[config.mk]
export PLATFORM = sky130hd
export DESIGN_NAME = sys_arr_mac_driver
export DESIGN_NICKNAME = d
export VERILOG_FILES = /design/src/rtl/sys_arr_mac_driver.sv
export SDC_FILE = /design/constraint.sdc
export NUM_CORES = 1
export LEC_CHECK = 0
export ABC_AREA = 1
export BUFFER_PORTS_ARGS = -buffer_cell sky130_fd_sc_hd__clkbuf_2
export CAP_MARGIN = 20
export CORE_MARGIN = 1.5
export CORE_UTILIZATION = 50
export CTS_CLUSTER_DIAMETER = 200
export DETAILED_ROUTE_END_ITERATION = 6
export PLACE_DENSITY = 0.78
export SLEW_MARGIN = 20
export SYNTH_ARGS = -nofsm -noshare
export SYNTH_HDL_FRONTEND = slang
export SYNTH_SLANG_ARGS = --single-unit
[constraint.sdc]
create_clock -name clk -period 3.2 [get_ports clk]
set_input_delay 0.16 -clock clk [delete_from_list [all_inputs] [get_ports clk]]
set_output_delay 0.16 -clock clk [all_outputs]
set_load 0.05 [all_outputs]
[src/rtl/sys_arr_mac_driver.sv]
// Initiator for one systolic-array MAC. It preloads a weight, then streams a programmable number of
// operand/psum pairs. Each out_accumulate is collected into a 2-deep result FIFO with a valid/ready port.
module sys_arr_mac_driver #(
  parameter int DW    = 16,
  parameter int LEN_W = 8
) (
  input  logic             clk,
  input  logic             rst,
  input  logic             cfg_start,
  input  logic [LEN_W-1:0] cfg_len,
  output logic             busy,
  output logic             done,
  input  logic             w_valid,
  output logic             w_ready,
  input  logic [DW-1:0]    w_data,
  input  logic             x_valid,
  output logic             x_ready,
  input  logic [DW-1:0]    x_data,
  input  logic [DW-1:0]    ps_data,
  output logic             mac_start,
  output logic [DW-1:0]    mac_in_value,
  output logic             mac_weight_en,
  output logic             mac_shift,
  output logic [DW-1:0]    mac_in_acc,
  output logic             mac_stall,
  input  logic [DW-1:0]    mac_out_acc,
  input  logic             mac_value_rdy,
  input  logic             mac_wnext_en,
  output logic             res_valid,
  input  logic             res_ready,
  output logic [DW-1:0]    res_data,
  output logic             res_last
);

  typedef enum logic [1:0] {IDLE, LOAD_W, WAIT_W, STREAM} state_t;

  typedef struct packed {
    logic          last;
    logic [DW-1:0] data;
  } res_t;

  state_t           state, state_nxt;
  logic [LEN_W-1:0] len, issued, captured;
  logic             inflight;
  res_t [1:0]       fifo_q;
  logic [1:0]       fifo_cnt;

  logic start_job, start_empty, x_fire, cap, cap_last, pop, fifo_room;
  res_t cap_ent;

  assign busy      = (state != IDLE);
  assign res_valid = (fifo_cnt != 2'd0);
  assign res_data  = fifo_q[0].data;
  assign res_last  = fifo_q[0].last;
  assign pop       = res_valid & res_ready;
  // A full FIFO can still accept when its head leaves in the same cycle.
  assign fifo_room = (fifo_cnt != 2'd2) | pop;
  assign mac_stall = inflight & (fifo_cnt == 2'd2);
  assign cap_last  = (captured == len - LEN_W'(1));
  assign cap_ent   = '{last: cap_last, data: mac_out_acc};

  always_comb begin
    state_nxt     = state;
    w_ready       = 1'b0;
    x_ready       = 1'b0;
    x_fire        = 1'b0;
    cap           = 1'b0;
    start_job     = 1'b0;
    start_empty   = 1'b0;
    mac_start     = 1'b0;
    mac_weight_en = 1'b0;
    mac_shift     = 1'b0;
    mac_in_value  = '0;
    mac_in_acc    = '0;
    case (state)
      IDLE: begin
        if (cfg_start) begin
          if (cfg_len != '0) begin
            start_job = 1'b1;
            state_nxt = LOAD_W;
          end else begin
            start_empty = 1'b1;
          end
        end
      end
      LOAD_W: begin
        w_ready = 1'b1;
        if (w_valid) begin
          mac_start     = 1'b1;
          mac_weight_en = 1'b1;
          mac_in_value  = w_data;
          state_nxt     = WAIT_W;
        end
      end
      WAIT_W: begin
        if (mac_wnext_en) state_nxt = STREAM;
      end
      STREAM: begin
        // Issue only when a FIFO slot is free for the op about to go in flight.
        x_ready = ~inflight & mac_value_rdy & (issued < len) & (fifo_cnt < 2'd2);
        x_fire  = x_ready & x_valid;
        if (x_fire) begin
          mac_start    = 1'b1;
          mac_shift    = 1'b1;
          mac_in_value = x_data;
          mac_in_acc   = ps_data;
        end
        cap = inflight & mac_value_rdy & fifo_room;
        if (cap && cap_last) state_nxt = IDLE;
      end
      default: state_nxt = IDLE;
    endcase
  end

  always_ff @(posedge clk) begin
    if (rst) begin
      state    <= IDLE;
      len      <= '0;
      issued   <= '0;
      captured <= '0;
      inflight <= 1'b0;
      done     <= 1'b0;
    end else begin
      state <= state_nxt;
      done  <= start_empty | (cap & cap_last);
      if (start_job) begin
        len      <= cfg_len;
        issued   <= '0;
        captured <= '0;
        inflight <= 1'b0;
      end
      // x_fire needs !inflight and cap needs inflight, so these never collide.
      if (x_fire) begin
        issued   <= issued + LEN_W'(1);
        inflight <= 1'b1;
      end
      if (cap) begin
        captured <= captured + LEN_W'(1);
        inflight <= 1'b0;
      end
    end
  end

  // Shift-style FIFO: entry 0 is always the head and drives the result port directly.
  always_ff @(posedge clk) begin
    if (rst) begin
      fifo_cnt <= 2'd0;
      fifo_q   <= '0;
    end else begin
      case ({cap, pop})
        2'b10: begin
          if (fifo_cnt == 2'd0) fifo_q[0] <= cap_ent;
          else                  fifo_q[1] <= cap_ent;
          fifo_cnt <= fifo_cnt + 2'd1;
        end
        2'b01: begin
          if (fifo_cnt == 2'd2) fifo_q[0] <= fifo_q[1];
          fifo_cnt <= fifo_cnt - 2'd1;
        end
        2'b11: begin
          if (fifo_cnt == 2'd1) begin
            fifo_q[0] <= cap_ent;
          end else begin
            fifo_q[0] <= fifo_q[1];
            fifo_q[1] <= cap_ent;
          end
        end
        default: ;
      endcase
    end
  end

endmodule

# Word level (Yosys, flattened, before mapping)

Index checks and enable logic that the tools add are counted.

Register bits after elaboration: 64
Bits of input ports: 80
Output and inout port bits: 58
Logic and storage cells: 103

$add $sub $neg: 5
Order comparisons: 2
Equal/unequal tests: 19
Mux-type cells: 39
Bitwise logic cells: 12
Reduce and logical (&&, ||, !) cells: 15

Operators by type and width:

| cell                | count |
|---|---|
| $mux 17             | 5 |
| $mux 16             | 4 |
| $pmux 17 s3         | 1 |
| $pmux 17 s2         | 1 |
| $pmux 16 s2         | 1 |
| $mux 8              | 3 |
| $ne 2x2->1 const B  | 10 |
| $add 8x1->8 const B | 2 |
| $mux 1              | 16 |
| $reduce_bool 2->1   | 6 |
| $eq 2x2->1 const B  | 5 |
| $mux 2              | 5 |
| $and 1x1->1         | 9 |
| $eq 8x8->1          | 1 |
| $lt 8x8->1          | 1 |
| $pmux 2 s4          | 1 |
| $reduce_bool 8->1   | 1 |
| $sub 8x1->8 const B | 1 |
| $eq 2x1->1 const B  | 3 |
| $reduce_and 3->1    | 2 |
| $reduce_and 5->1    | 1 |
| $logic_not 2->1     | 2 |
| $pmux 2 s2          | 1 |
| $reduce_bool 3->1   | 1 |
| other kinds (8)     | 9 |

# Longest topological paths before layout

Depth in word-level cells: 8
Gate-level depth with buffers: 16
Mapped depth without buffers: 15

# Worst setup path before layout

OpenSTA, ideal clock, no wires.

Kind: flip-flop to flip-flop
Start: register fifo_cnt[0]
End: register fifo_q[33] (netlist name)
Library setup time: 0.129 ns
Arrival time: 2.391 ns
Required time: 3.071 ns
Slack: 0.680 ns
Stages on the path, launching flop included: 16
Path buffers: 2
Clock period less this slack: 2.520 ns
Path through: dfxtp_1 -> inv_1 -> ha_1 -> inv_2 -> nand2_2 -> a21oi_2 -> nand2_2 -> inv_1 -> buf_2 -> ha_1 -> inv_1 -> o21ai_0 -> nand2_1 -> clkinv_1 -> clkbuf_1 -> a21oi_1

Longest elaborated chain between the ends: 8
Elaborated cells between the ends (all ways): 15
Those cells by class: 6 x eq/ne; 2 x mux; 3 x bitwise; 4 x reduce/logical

Ends and longest elaborated chain:

| what                                                      | line | text |
|---|---|---|
| start, declared                                           | 46   | `logic [1:0] fifo_cnt;` |
| start signal, assigned                                    | 154  | `fifo_cnt <= fifo_cnt + 2'd1;` |
| start signal, assigned                                    | 158  | `fifo_cnt <= fifo_cnt - 2'd1;` |
| $reduce_bool 2->1 (*)                                     | 52   | `assign res_valid = (fifo_cnt != 2'd0);` |
| via res_valid                                             | 29   | `output logic res_valid,` |
| $and 1x1->1 (*)                                           | 55   | `assign pop = res_valid & res_ready;` |
| $or 1x1->1                                                | 57   | `assign fifo_room = (fifo_cnt != 2'd2) \| pop;` |
| $and 1x1->1                                               | 108  | `cap = inflight & mac_value_rdy & fifo_room;` |
| $mux 1                                                    | 75   | `case (state)` |
| $eq 2x2->1                                                | 150  | `case ({cap, pop})` |
| $ne 2x2->1 (no line) or $reduce_bool 2->1 (tied branches) | -    |  |
| $reduce_and 3->1 (no line)                                | -    |  |
| end, declared                                             | 45   | `res_t [1:0] fifo_q;` |

Mark *: on every way through the listed nets, which the timed path passes. The rest lies on a longest branch.
A chain may end at the register's enable or synchronous reset.

# Worst setup path in the final report

Start: register len[3]
End: output port mac_in_value[6]

Longest elaborated chain between the ends: 6

Ends and longest elaborated chain:

| what                     | line | text |
|---|---|---|
| start, declared          | 43   | `logic [LEN_W-1:0] len, issued, captured;` |
| start signal, assigned   | 127  | `len <= cfg_len;` |
| $lt 8x8->1               | 100  | `x_ready = ~inflight & mac_value_rdy & (issued < len) & (fifo_cnt < 2'd2);` |
| $and 1x1->1 (2 in a row) | 100  |  |
| $and 1x1->1              | 101  | `x_fire = x_ready & x_valid;` |
| $mux 16                  | 102  | `if (x_fire) begin` |
| $pmux 16 s2              | 75   |  |
| end, declared            | 21   | `output logic [DW-1:0] mac_in_value,` |

No other way between the ends.

==> run_results.csv <==
group,metric,value,unit
place,port_buffers,137,
detailed_routing,drcViolationCount,0,
clock_network,postCtsHoldBufs,0,
detailed_routing,drt_iter0_markers,198,
logic_synthesis,synth_top_family_by_area,"simple AND/OR/NAND/NOR gates",
logic_synthesis,yosysTopAreaCell,"dfxtp_1",
logic_synthesis,synth-seq-cells,64,
hold_path,worstHoldStart,"mac_out_acc[12]",
sta,setup_viol,0,
global_route,grt_pass1_vias,3901,
sta,slew_headroom,54.3,%
sta,rsz0062_at_grt,"false",
hold_path,worstHoldPathType,"in -> reg",
logic_synthesis,synth.area.top_cells,"dfxtp_1 (33%), nand2_1 (15%), nor2_1 (6.8%), inv_1 (6.6%), ha_1 (6.5%)",
finish,fin_util,63.4,%
clock_network,clock_sinks,64,
power,p_int,1.61,mW
global_route,grt_remaining_overflow,0,
worst_setup_path,path_cells,"inv_1 > ha_1 > a21oi_1 > nand2_1 > nand3_1 > nand2_1 > nand2_2 > nand3_4 > clkinv_2 > nand2_1 > nand2_1 > clkbuf_2",
global_route,grt_pass1_wl,16900,um
logic_synthesis,syn_area,0.00386,sq mm
sta,tightest_slew,0.685,ns
detailed_routing,top_layer_used,"met4",
logic_synthesis,syn_inst,592,
global_route,grt_start_max_net_pins,34,
detailed_routing,dr.pass1.iters,4,
logic_synthesis,ys_async_sr_fraction,0,%
logic_synthesis,synth_nets,692,
clock_network,cts_max_level,3,
logic_synthesis,synthMuxAreaShare,0,%
worst_setup_path,critical_path.endpoint_type,"output port",
clock_network,ctsRootBufferMaster,"clkbuf_8",
power,cellLeakagePower,2.41,nW
clock_network,cts-resized-gates,0,
worst_setup_path,path_class,"reg -> out",
power,pwr-share-clk,28.6,%
hold_path,holdPathEnd,"res_data[12]",
run,cap_violations,0,
finish,diodes,0,
detailed_routing,avgViaCountPerCell,5.00,
finish,nets,803,
sta,final_max_slew_viol_count,0,
clock_network,cts_tree,"done",
die,core,0.00737,sq mm
clock_network,cts_buffer_depth,2,
worst_setup_path,reg2reg_from,"fifo_cnt[1]",
worst_setup_path,path_buf_inv,3,
global_route,grtUsageTotal,24.8,%
detailed_routing,avgRoutedWirePerCell,12.3,um
place,gp_congestion,0.917,
finish,fill_cells,709,
detailed_routing,met2WireLength,4790,um
finish,drive_gt1_share,24.9,%
die,die-area,0.00826,sq mm
sta,finalClockSkew,0.0137,ns
clock_network,clk_latency,0.35,ns
finish,area_growth,21.0,%
worst_setup_path,cp.depth,12,
die,rows,31,
finish,multi_input_area,0.00205,sq mm
sta,finalCriticalPeriod,2.91,ns
detailed_routing,vias,4035,
sta,setup-tns-final,0,ns
hold_path,min_path_cells,3,
clock_network,post-cts-setup-buffer-count,0,
worst_setup_path,worstSetupStartpointType,"flop",
finish,stdcell_count,807,
power,seqPwrFrac,33.3,%
finish,final_area,0.00467,sq mm
worst_setup_path,r2r_cells,13,
logic_synthesis,synth_area_per_cell,6.53,sq um
worst_setup_path,slowest_stage,"dfxtp_1",
clock_network,numCtsBuffers,9,
worst_setup_path,worstPathArrival,2.75,ns
logic_synthesis,synth_xor_area_share,1.59,%
place,dp_cells,791,
logic_synthesis,yosys_most_used_dff,"dfxtp_1",
power,power_density,591,mW/mm^2
worst_setup_path,slowest_delay,0.44,ns
worst_setup_path,required,3.04,ns
place,dp_hpwl,7440,um
logic_synthesis,synth.cells.most_frequent,"nand2_1 (153), nor2_1 (70), inv_1 (68), dfxtp_1 (64), o21ai_0 (44)",
detailed_routing,drt-met1-wl,4410,um
power,combPwrFrac,38.1,%
worst_setup_path,crit_fanout,27,
place,place_area,0.00445,sq mm
logic_synthesis,synth-edff-count,0,
die,die-height,90.9,um
die,die_x,90.9,um
power,ir_drop,0.417,mV
clock_network,clk_pin_slew_worst_paths,0.09,ns
status,status,"finished clean",
worst_setup_path,crit_family,"simple AND/OR/NAND/NOR gates",
logic_synthesis,yosysMostFrequentCell,"nand2_1",
logic_synthesis,yosys_warnings,0,
die,io_pins,138,
detailed_routing,antenna_left,0,
finish,seq_area,0.00128,sq mm
worst_setup_path,cp-startpoint,"len[3]",
detailed_routing,wl_met3,517,um
sta,layout_worst_path_cycle_share,91.1,%
power,p_sw,1.15,mW
global_route,grt_antenna_before_repair,0,
logic_synthesis,synth-compound-area-share,15.4,%
logic_synthesis,yosysSeqAreaShare,33.2,%
sta,finalHoldViolCount,0,
worst_setup_path,r2r-end,"fifo_q[33]",
power,switching_share,41.6,%
logic_synthesis,synthSimpleGateAreaFrac,29.7,%
worst_setup_path,rrSetupSlack,0.39,ns
die,start_util,52.4,%
worst_setup_path,crit_top_cell,"nand2_1",
logic_synthesis,ys_types,34,
logic_synthesis,synthAdderAreaFrac,6.48,%
logic_synthesis,yosysTopAreaCellShare,33.2,%
sta,fmax,343,MHz
detailed_routing,wl,9900,um
==> logic make-up (layout without fill, tap and decap cells) <==
| family | Yosys count | after routing |
|---|---|---|
| simple gates | 277 | 277 |
| buf+inv | 115 | 231 |
| compound gates | 109 | 109 |
| flops | 64 | 64 |
| fa+ha+maj | 20 | 20 |
| xor+xnor | 7 | 7 |
==> tightest hold or removal path, cell delays in order <==
cell      delay, ns
clkbuf_2       0.09
nand2_1        0.06
a31oi_1        0.07
==> how the worst max path moves through the flow <==
| stage | end | slack [ns] |
|---|---|---|
| after detailed placement | fifo_q[33] | 0.48 |
| after floorplan | fifo_q[33] | 0.68 |
| after global routing | mac_in_value[14] | 0.04 |
| after global placement | fifo_q[33] | 0.66 |
| final | mac_in_value[6] | 0.29 |
| after CTS | mac_in_value[6] | 0.29 |
==> layer usage <==
metal	GRT usage [%]	vias to the layer above
li1	-	2089
met1	29.4	1828
met2	42.4	100
met3	7.24	18
met4	8.72	0
met5	0	-
==> cell type report <==
cell class	count	share of cell area, %
Multi-Input combinational cell	413	44.0
Clock buffer	9	2.65
Inverter	76	6.16
Clock inverter	7	2.19
Tap cell	99	2.65
Sequential cell	64	27.4
Timing Repair Buffer	139	15.0
==> power by group through the flow <==
stage                     sequential (mW)  combinational [mW]  clock (mW)
after detailed placement            0.935                1.05           0
after CTS                           0.918                1.06       0.805
after global placement              0.932                1.03           0
final                               0.918                1.05       0.791
after global routing                0.926                1.18       0.846
after floorplan                     0.928               0.851           0
==> stage by stage <==
step | setup WS, ns | total power [mW] | hold WS [ns]
2_1_floorplan | 0.680 | 1.78 | 0.321
3_3_place_gp | 0.656 | 1.96 | 0.423
3_5_place_dp | 0.477 | 1.99 | 0.429
4_1_cts | 0.290 | 2.78 | 0.0480
5_1_grt | 0.0368 | 2.95 | 0.0559
6_report | 0.285 | 2.76 | 0.0586
==> sequential cells by signal, indices dropped and copies added (netlist names) <==
register / flops
res_data: 16
fifo_q: 17
fifo_cnt: 2
done: 1
len: 8
res_last: 1
captured: 8
issued: 8
inflight: 1
state: 2
==> placed cells by master, fill, tap and decap left out <==
cell / instances
nand2_2: 7
a21oi_2: 4
inv_1: 68
a21oi_1: 30
and3_1: 2
nor2_4: 1
nand3_1: 33
inv_6: 2
clkbuf_2: 137
ha_1: 20
nand2_1: 153
nand3_4: 1
clkinvlp_4: 1
nor2_2: 1
xnor2_1: 1
xor2_1: 6
bufinv_16: 2
o21ai_0: 44
o21ai_1: 9
o21bai_1: 1
or2_2: 1
nand4_1: 3
clkbuf_8: 9
buf_4: 2
nor3_1: 4
o22ai_1: 2
dfxtp_1: 64
inv_2: 2
clkinv_4: 2
a31oi_1: 16
o21ai_2: 1
nand3_2: 1
nor2_1: 70
clkinv_2: 2
a211oi_1: 2
clkinv_1: 4
Note: power is estimated with default switching activity, not from simulation.
